### config.mk
export PLATFORM = sky130hd
export DESIGN_NAME = spi_note_receiver
export DESIGN_NICKNAME = d
export VERILOG_FILES = /design/src/rtl/spi_note_receiver.sv
export SDC_FILE = /design/constraint.sdc
export NUM_CORES = 1
export LEC_CHECK = 0
export CORE_MARGIN = 2
export CORE_UTILIZATION = 30
export DETAILED_ROUTE_END_ITERATION = 8
export DONT_BUFFER_PORTS = 1
export MAX_ROUTING_LAYER = met4
export PLACE_DENSITY = 0.52
export SLEW_MARGIN = 30
export SYNTH_ARGS = -nofsm -noshare
export SYNTH_HDL_FRONTEND = slang
export SYNTH_SLANG_ARGS = --single-unit
### constraint.sdc
create_clock -name clk -period 1.4 [get_ports clk]
set_clock_uncertainty 0.15 [all_clocks]
set_input_delay 0.14 -clock clk [delete_from_list [all_inputs] [get_ports clk]]
set_output_delay 0.14 -clock clk [all_outputs]
set_load 0.01 [all_outputs]
### src/rtl/spi_note_receiver.sv
// SPI mode-0 slave that turns complete WORD_BITS-bit frames into a parallel word for the playback core.
// Latency: ce pin fall to word_valid/frame_err is SYNC_STAGES+2 clk edges.
// Backpressure: none; the MCU paces frames, and short or over-length frames are dropped with a frame_err pulse.
module spi_note_receiver #(
    parameter int WORD_BITS   = 40,
    parameter int SYNC_STAGES = 2
) (
    input  logic                 clk,
    input  logic                 nreset,
    input  logic                 sck,
    input  logic                 sdi,
    input  logic                 ce,
    output logic [WORD_BITS-1:0] flat_out,
    output logic                 word_valid,
    output logic                 frame_err,
    output logic                 busy
);
    localparam int CW = $clog2(WORD_BITS + 1);

    typedef enum logic {IDLE, RECV} state_t;

    state_t                 state;
    logic [SYNC_STAGES-1:0] sck_sync;
    logic [SYNC_STAGES-1:0] sdi_sync;
    logic [SYNC_STAGES-1:0] ce_sync;
    logic                   p_sck;
    logic                   p_ce;
    logic [SYNC_STAGES:0]   fill;
    logic                   armed;
    logic [WORD_BITS-1:0]   shift;
    logic [CW-1:0]          count;
    logic                   overflow;
    logic                   pend_ok;
    logic                   pend_err;

    logic s_sck, s_sdi, s_ce;
    logic sck_rise, ce_rise, ce_fall;
    logic chain_ok, armed_now;

    assign s_sck    = sck_sync[SYNC_STAGES-1];
    assign s_sdi    = sdi_sync[SYNC_STAGES-1];
    assign s_ce     = ce_sync[SYNC_STAGES-1];
    assign sck_rise = s_sck & ~p_sck;
    assign ce_rise  = s_ce & ~p_ce;
    assign ce_fall  = ~s_ce & p_ce;

    // The sync chains restart at 0 after reset, so a ce already high would look like a fresh
    // rising edge. Only accept ce_rise once p_ce holds a real sample that showed ce low.
    assign chain_ok  = fill[SYNC_STAGES];
    assign armed_now = armed | (chain_ok & ~p_ce);

    always_ff @(posedge clk) begin
        if (nreset) begin
            state      <= IDLE;
            sck_sync   <= '0;
            sdi_sync   <= '0;
            ce_sync    <= '0;
            p_sck      <= 1'b0;
            p_ce       <= 1'b0;
            fill       <= '0;
            armed      <= 1'b0;
            shift      <= '0;
            count      <= '0;
            overflow   <= 1'b0;
            pend_ok    <= 1'b0;
            pend_err   <= 1'b0;
            flat_out   <= '0;
            word_valid <= 1'b0;
            frame_err  <= 1'b0;
            busy       <= 1'b0;
        end else begin
            sck_sync <= {sck_sync[SYNC_STAGES-2:0], sck};
            sdi_sync <= {sdi_sync[SYNC_STAGES-2:0], sdi};
            ce_sync  <= {ce_sync[SYNC_STAGES-2:0], ce};
            p_sck    <= s_sck;
            p_ce     <= s_ce;
            fill     <= {fill[SYNC_STAGES-1:0], 1'b1};
            armed    <= armed_now;

            // The frame verdict is registered one cycle before it is published; shift is
            // stable in that cycle because IDLE never shifts.
            pend_ok    <= 1'b0;
            pend_err   <= 1'b0;
            word_valid <= pend_ok;
            frame_err  <= pend_err;
            if (pend_ok) begin
                flat_out <= shift;
            end

            case (state)
                IDLE: begin
                    if (ce_rise && armed_now) begin
                        state    <= RECV;
                        busy     <= 1'b1;
                        shift    <= '0;
                        count    <= '0;
                        overflow <= 1'b0;
                    end
                end
                RECV: begin
                    if (ce_fall) begin
                        state <= IDLE;
                        busy  <= 1'b0;
                        if (count == CW'(WORD_BITS) && !overflow) begin
                            pend_ok <= 1'b1;
                        end else begin
                            pend_err <= 1'b1;
                        end
                    end else if (sck_rise) begin
                        shift <= {shift[WORD_BITS-2:0], s_sdi};
                        if (count == CW'(WORD_BITS)) begin
                            overflow <= 1'b1;
                        end else begin
                            count <= count + CW'(1);
                        end
                    end
                end
                default: state <= IDLE;
            endcase
        end
    end
endmodule

# After elaboration in Yosys (flattened, before gate mapping)

Index checks and enable logic that the tools add are counted.
W data, S select, Z words.

$add $sub $neg: 1
Eq/ne operators: 7
Multiplexer cells: 23
Bitwise gates (word level): 10
Reductions and logical operators: 8

Operators by type and width:

| operator              | count |
|---|---|
| $mux W40              | 3 |
| $pmux W40 S2          | 1 |
| $mux W6               | 4 |
| $pmux W6 S2           | 1 |
| $mux W1               | 11 |
| $reduce_and A4 Y1     | 2 |
| $add A6 B1 Y6 const B | 1 |
| $eq A6 B6 Y1 const B  | 1 |
| $ne A2 B1 Y1 const B  | 3 |
| $ne A2 B2 Y1 const B  | 3 |
| $pmux W1 S2           | 3 |
| $not A1 Y1            | 5 |
| $and A1 B1 Y1         | 4 |
| $reduce_and A3 Y1     | 1 |
| $reduce_or A3 Y1      | 1 |
| $logic_and A1 B1 Y1   | 2 |
| $reduce_and A2 Y1     | 1 |
| $logic_not A1 Y1      | 1 |
| $or A1 B1 Y1          | 1 |

Bits in registers: 105
Output and inout bits: 43

# Longest topological paths before layout

Gate-level depths: netlist of run 1.

Depth after elaboration: 6
Depth in mapped cells: 6

# Worst setup path before layout of run 1

No wires, ideal clock.

Path type: register to register
From: register count[2]
To: register count[5]
Arrival time: 1.238 ns
Setup slack: -0.062 ns
Cell stages (with the launch flop): 5
Buffers on the path: 0
Period minus slack after synthesis: 1.462 ns
Path through: dfxtp_1 > and3_4 > nand3_2 > or4b_1 > a31oi_1

Word-level cells in the longest chain between the ends: 5
Elaborated cells on any way between the ends: 8
Classes of those cells: add/sub (1); eq/ne (2); mux (4); reduce/logical (1)

Ends and longest elaborated chain:

| element                | line | source |
|---|---|---|
| start, declared        | 31   | `logic [CW-1:0] count;` |
| start signal, assigned | 114  | `count <= count + CW'(1);` |
| $add A6 B1 Y6          | 114  |  |
| $mux W6                | 111  | `if (count == CW'(WORD_BITS)) begin` |
| $mux W6                | 109  | `end else if (sck_rise) begin` |
| $mux W6                | 101  | `if (ce_fall) begin` |
| $pmux W6 S2            | 90   | `case (state)` |

Parallel ways exist; a longest one is shown, timed or not. The select of a mux whose other input is x is not followed.
A chain may end at the register's enable or synchronous reset.

# Worst setup path in the final report of run 1

From: register ce_sync[1]
To: register count[4]

Word-level cells in the longest chain between the ends: 4
Elaborated cells on any way between the ends: 7
Classes of those cells: eq/ne (2); bitwise (3); reduce/logical (2)

Ends and longest elaborated chain:

| element                                                     | line   | source |
|---|---|---|
| start, declared                                             | 25     | `logic [SYNC_STAGES-1:0] ce_sync;` |
| start signal, assigned                                      | 74     | `ce_sync <= {ce_sync[SYNC_STAGES-2:0], ce};` |
| $and A1 B1 Y1 / $not A1 Y1 (equally long branches)          | 44, 45 |  |
| $logic_and A1 B1 Y1 / $and A1 B1 Y1 (equally long branches) | 92, 45 |  |
| $ne A2 B2 Y1 (no source line)                               | --     |  |
| $reduce_and A4 Y1 (no source line) (*)                      | --     |  |

Mark *: on every way between the ends. The rest lies on a longest branch, timed or not.

==> run_results.csv, run 1 <==
group,metric,value,unit
status,status,"finished, violations left",
status,violated_checks,"negative hold slack, negative setup slack",
yosys,yosysUniqueCellTypes,32,
yosys,synthesized_area_fraction_occupied_by_and_or_nand_nor_cells,21.2,%
floorplanning,die_w,117,um
floorplanning,fp.dieArea,13700,um^2
sta,setup_viol,45,
cells_and_area,synth_to_layout_area_growth,24.2,%
setup_path,criticalPathCategory,"flop to flop",
sta,hold_slack,-289,ps
sta,fmax,0.667,GHz
drt,detailedRoute.firstIterationViolations,132,
global_route,via_count_of_the_first_global_routing_pass,2620,
power,p_int,4.76,mW
placed_design,cell_area_reported_after_detailed_placement,4100,um^2
yosys,synth_compound_gate_area_share,7.36,%
global_route,grt_usage,12.7,%
cts,number_of_buffers_created_by_cts,9,
global_route,grt_pass1_wl,13000,um
floorplanning,start_util,30.5,%
cts,tritoncts,"done",
sta,hold_viol_final,94,
setup_path,crit_path_start,"ce_sync[1]",
cts,cts.clk_slew.worst_paths,70,ps
hold_path,hold_path_class,"primary input to flop",
drt,drc,0,
global_route,grt_start_max_net_pins,106,
drt,final_antenna_net_count,0,
floorplanning,core_region_area,12500,um^2
yosys,synth_cells,407,
cells_and_area,final_layout_size_suffix_gt1_share,18.4,%
setup_path,r2r_cells,4,
drt,routed_wl,7990,um
sta,post_route_setup_slack,-99.4,ps
cts,clkSinkCount,105,
yosys,syn_area_per_cell,9.39,um^2
power,clock_power_share,47.5,%
sta,maxSlewHeadroom,82.0,%
floorplanning,y_dimension_of_the_die,117,um
sta,worstMarginPinSlew,269,ps
yosys,synth_sequential_area_ratio,55.0,%
global_route,number_of_antenna_violations_at_the_first_check_in_global_routing,0,
setup_path,endpoint,"count[4]",
sta,finalMaxSlewViolations,0,
power,vdd.ir_drop.worst,691,uV
power,pwr-share-comb,1.3,%
sta,grt_setup_unrepaired,"yes",
placed_design,gpl.final_weighted_congestion,0.674,
placed_design,port_buffers,0,
drt,drt_first_pass_iters,5,
setup_path,critical_path_peak_fanout,4,
power,power.total,5.87,mW
cts,cts_root_buffer,"clkbuf_16",
yosys,synth-xor-area-share,0,%
yosys,yosys.area_share.adder,0.654,%
setup_path,worst_r2r_startpoint,"ce_sync[1]",
cells_and_area,diodes,0,
floorplanning,top_level_ports,48,
yosys,yosys_warnings,0,
power,power_switching,1.12,mW
cells_and_area,multi_input_comb_area,1660,um^2
power,sequential_share_of_power,51.2,%
cells_and_area,finished_core_util,37.9,%
setup_path,timing.critical_path.arrival,1630,ps
placed_design,hpwl_after_detailed_placement,4830,um
yosys,synth_top_family_by_area,"simple AND/OR/NAND/NOR gates",
cells_and_area,final_net_count,427,
yosys,synth_seq_cells,105,
setup_path,worst_ep_required_time,1530,ps
global_route,grt_overflow,0,
power,p_sw_share,19.0,%
power,cellLeakagePower,1.59,nW
cts,cts-root-to-sink-buffers,2,
setup_path,crit-reg2reg-capture,"count[4]",
drt,wl_per_cell,13.4,um
floorplanning,number_of_standard_cell_rows_in_the_floorplan,41,
cts,cts_htree_levels,3,
setup_path,setup.worst_path.end_class,"flop",
sta,post-route-min-period,1500,ps
cells_and_area,finish.instance_area,4750,um^2
sta,layout_worst_path_cycle_share,107,%
cts,clock_latency,350,ps
yosys,yosys-mux-area-fraction,10.5,%
setup_path,cp-start-kind,"flop",
cts,cts-hold-fix-buffers,12,
run,cap_viol_max_count,0,
drt,via_count,2813,
cells_and_area,register_cell_area_after_layout,2110,um^2
yosys,mappedNetlistNets,414,
setup_path,timing.reg2reg.setup_slack,-100,ps
yosys,post_synth_instance_area,3820,um^2
power,power_density_normalized_to_cell_area,1240,nW/um^2
drt,vias_per_cell,4.71,
cells_and_area,n_fill_cell,1288,
[Yosys cell counts (all sizes together)]
cell type	count	area share [%]
dfxtp	105	55
nand3	51	6.8
a21oi	45	5.9
nand2	44	4.3
nor2	43	4.2
mux2i	40	10
buf	18	2.7
clkbuf	15	2.3
nor2b	13	2.1
a31oi	5	0.82
inv	4	0.39
nand3b	3	0.59
nor3	3	0.39
and3	2	0.46
ha	2	0.65
nand4b	2	0.46
or4b	2	0.52
a221oi	1	0.23
and2	1	0.16
and2b	1	0.23
and4b	1	0.26
nand2b	1	0.16
nor3b	1	0.20
nor4	1	0.16
o2111ai	1	0.23
o211ai	1	0.20
or2	1	0.16
[cell usage in the layout (no fill, tap or decap), types with 10 or more instances in the layout]
cell and count:
dlygate4sd3_1 11, nand2_1 43, clkbuf_16 10, nor2b_1 12, buf_4 15, nand3_2 13, dfxtp_1 98, nor2_1 43
nand3_1 38, a21oi_1 40, mux2i_1 40
[how the worst min path moves through the flow]
| stage | start | to | cells after the start |
|---|---|---|---|
| after global placement | nreset | fill[0] | 1 |
| after global routing | nreset | flat_out[39] | 1 |
| after CTS | nreset | shift[39] | 1 |
| after detailed placement | nreset | fill[0] | 1 |
| final | nreset | flat_out[39] | 1 |
| after floorplan | ce | ce_sync[0] | 1 |
[state kept, by name, summed over array words and instances, names as in the netlist]
name,cells
armed,1
busy,1
ce_sync,2
count,6
fill,3
flat_out,40
frame_err,1
overflow,1
p_ce,1
p_sck,1
pend_err,1
pend_ok,1
sck_sync,2
sdi_sync,2
shift,40
state,1
word_valid,1
[cell families after synthesis]
kind of cell    Yosys count
compound gates           53
fa+ha+maj                 2
buf+inv                  37
flops                   105
mux                      40
simple gates            170
[power by group through the flow]
stage	registers (mW)	logic, mW	clock network, mW
after floorplan	3.08	0.0767	0
after CTS	3.01	0.0676	2.89
after detailed placement	3.08	0.0415	0
after global routing	3.01	0.0805	3.01
final	3.01	0.0738	2.79
after global placement	3.08	0.0419	0
[worst max-delay path, stage by stage, from the launching register on]
cell      delay [ps]
dfxtp_2          330
nand2b_4         120
nand4b_1         160
or4b_1           530
a31oi_1          130
[metrics by stage]
| step | TNS (ps) | instances | hold slack (ps) | worst slack (ps) |
|---|---|---|---|---|
| floorplan | -27.9 | 407 | 118 | -27.9 |
| global placement | -293 | 565 | 60.3 | -73.3 |
| detailed placement | -1880 | 565 | 67.3 | -129 |
| CTS | -2160 | 597 | -310 | -122 |
| global route | -4820 | 597 | -307 | -163 |
| finish | -1290 | 597 | -289 | -99.4 |
[what timing repair did]
item / CTS / global route
pin swaps: 23 / 4
setup endpoints to repair: 46 / 50
gates resized for setup: 8 / 22
endpoints found under the hold margin: 105 / 94
gates cloned: 1 / 1
setup buffers: 4 / 0
[cell type report]
| class | count | share of cell area [%] |
|---|---|---|
| clock inverter | 4 | 1.55 |
| clock buffer | 12 | 5.61 |
| inverter | 4 | 0.316 |
| multi-input combinational | 265 | 34.9 |
| sequential | 105 | 44.5 |
| tap | 172 | 4.53 |
| timing repair buffer | 35 | 8.56 |
[routing by layer]
metal	track usage, %	routed length, um	up-vias
met3	4.74	412	12
met1	14.6	3600	1342
met2	20.0	3810	44
met4	5.65	161	0
li1	-	-	1415
met5	-	0	-
(Power assumes the default switching activity.)
==> inputs of run 2 (changes only) <==
==> constraint.sdc (replaced) <==
create_clock -name clk -period 1.31 [get_ports clk]
set_clock_uncertainty 0.15 [all_clocks]
set_input_delay 0.131 -clock clk [delete_from_list [all_inputs] [get_ports clk]]
set_output_delay 0.131 -clock clk [all_outputs]
set_load 0.01 [all_outputs]
==> run_results.csv, run 2 (synthesized netlist as in run 1, its figures left out) <==
group,metric,value,unit
status,status,"finished, violations left",
status,violated_checks,"negative hold slack, negative setup slack",
floorplanning,top_level_ports,48,
setup_path,worst-path-stages,4,
cts,number_of_buffers_created_by_cts,9,
drt,drt_first_pass_iters,4,
power,cellLeakagePower,1.57,nW
run,cap_viol_max_count,0,
floorplanning,y_dimension_of_the_die,117,um
sta,worstMarginPinSlew,258,ps
cells_and_area,layout_commonest_cell,"dfxtp_1",
drt,via_count,2842,
hold_path,holdPathStages,1,
cells_and_area,finish.instance_area,4680,um^2
sta,post-route-min-period,1510,ps
cells_and_area,n_fill_cell,1283,
floorplanning,start_util,30.5,%
cells_and_area,synth_to_layout_area_growth,22.4,%
sta,layout_worst_path_cycle_share,115,%
setup_path,setup.worst_path.end_class,"flop",
drt,wl_per_cell,13.0,um
floorplanning,die_w,117,um
global_route,grt_start_max_net_pins,106,
drt,routed_wl,7770,um
setup_path,r2r_cells,4,
cts,cts-root-to-sink-buffers,2,
cts,cts.clk_slew.worst_paths,70,ps
drt,detailedRoute.firstIterationViolations,196,
global_route,grt_overflow,0,
cells_and_area,register_cell_area_after_layout,2110,um^2
cts,cts_root_buffer,"clkbuf_16",
setup_path,ordered_list_of_cells_on_the_worst_path,"nand2b_4, nand4b_1, or4b_1, a31oi_1",
global_route,grt_pass1_wl,12700,um
sta,post_route_setup_slack,-199,ps
power,power_density_normalized_to_cell_area,1290,nW/um^2
floorplanning,core_region_area,12500,um^2
placed_design,port_buffers,0,
cts,clock_latency,350,ps
floorplanning,number_of_standard_cell_rows_in_the_floorplan,41,
cts,tritoncts,"done",
drt,vias_per_cell,4.74,
sta,hold_viol_final,93,
sta,finalMaxSlewViolations,0,
cells_and_area,final_net_count,430,
cells_and_area,multi_input_comb_area,1610,um^2
placed_design,gpl.final_weighted_congestion,0.758,
sta,grt_setup_unrepaired,"yes",
setup_path,max_stage_delay,530,ps
global_route,via_count_of_the_first_global_routing_pass,2624,
setup_path,timing.critical_path.arrival,1640,ps
setup_path,critical_path_cell_with_the_highest_stage_delay,"or4b_1",
cells_and_area,biggestRegsByFlops,"flat_out (40), shift (40), count (6)",
cells_and_area,final_cells,600,
global_route,grt_usage,12.3,%
placed_design,hpwl_after_detailed_placement,4830,um
global_route,number_of_antenna_violations_at_the_first_check_in_global_routing,0,
setup_path,timing.critical_path.max_delay_family,"simple AND/OR/NAND/NOR gates",
power,vdd.ir_drop.worst,536,uV
floorplanning,fp.dieArea,13700,um^2
drt,final_antenna_net_count,0,
placed_design,cell_area_reported_after_detailed_placement,4160,um^2
setup_path,critical_path.n_buffers_inverters,0,
setup_path,critical_path_peak_fanout,3,
sta,hold_slack,-293,ps
placed_design,place_worst_setup_slack,-176,ps
setup_path,criticalPathCategory,"flop to flop",
cells_and_area,final_layout_size_suffix_gt1_share,15.9,%
setup_path,worst_ep_required_time,1440,ps
cts,cts-hold-fix-buffers,12,
placed_design,post-place-cells,567,
setup_path,cp-start-kind,"flop",
setup_path,timing.reg2reg.setup_slack,-200,ps
sta,maxSlewHeadroom,82.8,%
cells_and_area,mostFrequentLayoutCells,"dfxtp_1, nand3_1, a21oi_1",
cells_and_area,diodes,0,
hold_path,hold_path_class,"primary input to flop",
drt,drc,0,
sta,fmax,0.663,GHz
sta,setup_viol,47,
cts,clkSinkCount,105,
cts,cts_htree_levels,3,
-- run 2: cell count changes in the layout (fill, tap and decap cells not counted), sizes merged --
cell	delta
buf	+3
clkinvlp	+1
clkbuf	-1
bufinv	-1
dlymetal6s4s	+1
-- run 2: cell type report --
cell class	instances	area share [%]
Sequential cell	105	45.2
Multi-Input combinational cell	265	34.4
Timing Repair Buffer	38	8.93
Clock buffer	12	5.48
Tap cell	172	4.60
Clock inverter	4	1.10
Inverter	4	0.374
-- run 2: per-layer routing --
| layer | up-vias | wire length [um] | GRT usage, % |
|---|---|---|---|
| met1 | 1347 | 3570 | 14.1 |
| met5 | - | 0 | - |
| met2 | 64 | 3660 | 19.7 |
| met4 | 0 | 98 | 5.25 |
| met3 | 7 | 440 | 4.22 |
| li1 | 1424 | - | - |
-- run 2: worst register-to-register path, delay by kind of cell, from the launching register on --
family	cells	cell delay (ps)
compound gates	1	130
simple gates	3	810
flops	1	340
-- run 2: worst paths after layout --
check / from / end
hold / removal: nreset / flat_out[39]
setup reg to reg: ce_sync[1] / count[4]
setup / recovery: ce_sync[1] / count[4]
hold reg to reg: sdi_sync[1] / shift[0]
-- run 2: repair_timing --
| action | 4_1_cts | 5_1_grt |
|---|---|---|
| endpoints found under the hold margin | 105 | 94 |
| gates resized for setup | 3 | 11 |
| pin swaps | 3 | 2 |
| setup endpoints to repair | 49 | 52 |
| gates cloned | 0 | 0 |
| setup buffers | 3 | 2 |
-- run 2: stage by stage --
stage	TNS, ps	power (mW)	util, %
finish	-5450	6.03	37.4
global route	-8840	6.26	37.4
CTS	-7190	6.11	37.0
detailed placement	-6490	3.34	33.2
global placement	-5410	3.33	33.2
floorplan	-274	3.37	-
-- run 2: power by group --
part	switching (mW)	leakage (nW)	internal [mW]
Sequential	0.00842	0.852	3.21
Combinational	0.0264	0.570	0.0425
Clock	1.16	0.149	1.59
==> inputs of run 3 (changes only) <==
==> constraint.sdc (replaced) <==
create_clock -name clk -period 1.31 [get_ports clk]
set_clock_uncertainty 0.15 [all_clocks]
set_input_delay 0.131 -clock clk [delete_from_list [all_inputs] [get_ports clk]]
set_output_delay 0.131 -clock clk [all_outputs]
set_load 0.1 [all_outputs]
==> run_results.csv, run 3 (synthesized netlist as in run 1, its figures left out) <==
group,metric,value,unit
cells_and_area,final_layout_size_suffix_gt1_share,30.8,%
floorplanning,fp.dieArea,13700,um^2
power,clock_power_share,44.1,%
cells_and_area,layout_commonest_cell,"dfxtp_1",
status,violated_checks,"negative hold slack, negative setup slack",
sta,hold_viol_final,93,
placed_design,cell_area_reported_after_detailed_placement,4490,um^2
cells_and_area,mostFrequentLayoutCells,"dfxtp_1, buf_4, nand3_1",
global_route,global_route.peak_usage_layer,"met2",
sta,setup_viol,48,
setup_path,critical_path_peak_fanout,4,
cells_and_area,synth_to_layout_area_growth,30.4,%
cells_and_area,multi_input_comb_area,1610,um^2
setup_path,timing.critical_path.arrival,1630,ps
sta,worstMarginPinSlew,282,ps
power,vdd.ir_drop.worst,741,uV
setup_path,cp-start-kind,"flop",
floorplanning,start_util,30.5,%
drt,routed_wl,7860,um
drt,detailedRoute.firstIterationViolations,162,
placed_design,hpwl_after_detailed_placement,4950,um
setup_path,worst_ep_required_time,1420,ps
cells_and_area,finish.instance_area,4980,um^2
sta,maxSlewHeadroom,81.3,%
sta,timing.setup.tns,-4660,ps
drt,final_antenna_net_count,0,
drt,drc,0,
floorplanning,y_dimension_of_the_die,117,um
cts,cts.clk_slew.worst_paths,70,ps
global_route,grt_usage,12.2,%
run,cap_viol_max_count,0,
global_route,grt_util_met1,15.9,%
placed_design,gpl.final_weighted_congestion,0.736,
global_route,grt_pass1_wl,12800,um
status,status,"finished, violations left",
setup_path,criticalPathCategory,"flop to flop",
floorplanning,die_w,117,um
power,power_switching,1.18,mW
global_route,globalRouteMet3Util,3.09,%
cts,cts_root_buffer,"clkbuf_16",
power,power_density_normalized_to_cell_area,1180,nW/um^2
cells_and_area,register_cell_area_after_layout,2170,um^2
power,pwr-share-comb,1.3,%
setup_path,setup.worst_path.end_class,"flop",
cells_and_area,biggestRegsByFlops,"flat_out (40), shift (40), count (6)",
cts,tritoncts,"done",
power,sequential_share_of_power,54.6,%
placed_design,port_buffers,0,
power,cellLeakagePower,1.78,nW
sta,fmax,0.661,GHz
cts,cts-root-to-sink-buffers,2,
cts,clkSinkCount,105,
cts,cts-hold-fix-buffers,12,
drt,wl_per_cell,12.4,um
cts,clock_latency,330,ps
global_route,grt_overflow,0,
sta,finalMaxSlewViolations,0,
sta,post-route-min-period,1510,ps
drt,drt_first_pass_iters,4,
drt,vias_per_cell,4.58,
cts,cts_htree_levels,3,
power,power.total,5.88,mW
sta,layout_worst_path_cycle_share,115,%
power,p_int,4.70,mW
cells_and_area,n_fill_cell,1235,
global_route,number_of_antenna_violations_at_the_first_check_in_global_routing,0,
floorplanning,top_level_ports,48,
hold_path,hold_path_class,"primary input to flop",
global_route,via_count_of_the_first_global_routing_pass,2658,
global_route,grt_start_max_net_pins,106,
cells_and_area,diodes,0,
power,p_sw_share,20.1,%
cells_and_area,final_net_count,466,
cts,number_of_buffers_created_by_cts,9,
floorplanning,number_of_standard_cell_rows_in_the_floorplan,41,
global_route,grt_util_met2,18.3,%
floorplanning,core_region_area,12500,um^2
drt,via_count,2914,
sta,post_route_setup_slack,-202,ps
sta,grt_setup_unrepaired,"yes",
sta,hold_slack,-290,ps
-- run 3: worst paths after layout --
kind,depth (start not counted),slack (ps),end,startpoint
hold reg to reg,2,300,busy,busy
hold / removal,1,-290,flat_out[20],nreset
setup reg to reg,4,-200,count[5],count[0]
setup / recovery,4,-200,count[5],count[0]
-- run 3: power groups by stage --
stage	registers, mW	logic [mW]	clock network, mW
after global routing	3.21	0.0820	2.82
after floorplan	3.29	0.0830	0
after global placement	3.29	0.0507	0
final	3.21	0.0747	2.60
after CTS	3.21	0.0711	2.67
after detailed placement	3.29	0.0510	0
-- run 3: layer usage --
| layer | part of all wire (%) | routed length (um) | vias to the layer above |
|---|---|---|---|
| li1 | - | - | 1487 |
| met1 | 49 | 3850 | 1353 |
| met2 | 46 | 3620 | 70 |
| met3 | 4.4 | 344 | 4 |
| met4 | 0.61 | 48 | 0 |
| met5 | 0 | 0 | - |
-- run 3: critical path, stage by stage (launching register included) --
cell and delay, ps:
dfxtp_4 380, and3_4 190, nand3_2 80, or4b_1 510, a31oi_1 130
-- run 3: what timing repair did --
item | CTS | global route
pin swaps | 2 | 3
hold endpoints to repair | 105 | 93
buffers inserted | 1 | 0
resized for setup | 5 | 9
endpoints found under the setup margin | 48 | 51
-- run 3: through the flow --
step	std cells	setup WS, ps	utilization [%]
floorplan	407	-121	-
CTS	636	-184	39.5
global route	636	-248	39.8
finish	636	-202	39.8
detailed placement	607	-180	35.9
global placement	607	-153	35.9
-- run 3: layout make-up --
type | count | area share [%]
Clock inverter | 3 | 0.452
Sequential cell | 105 | 43.5
Inverter | 4 | 0.301
Multi-Input combinational cell | 265 | 32.4
Tap cell | 172 | 4.32
Timing Repair Buffer | 74 | 13.7
Clock buffer | 13 | 5.42
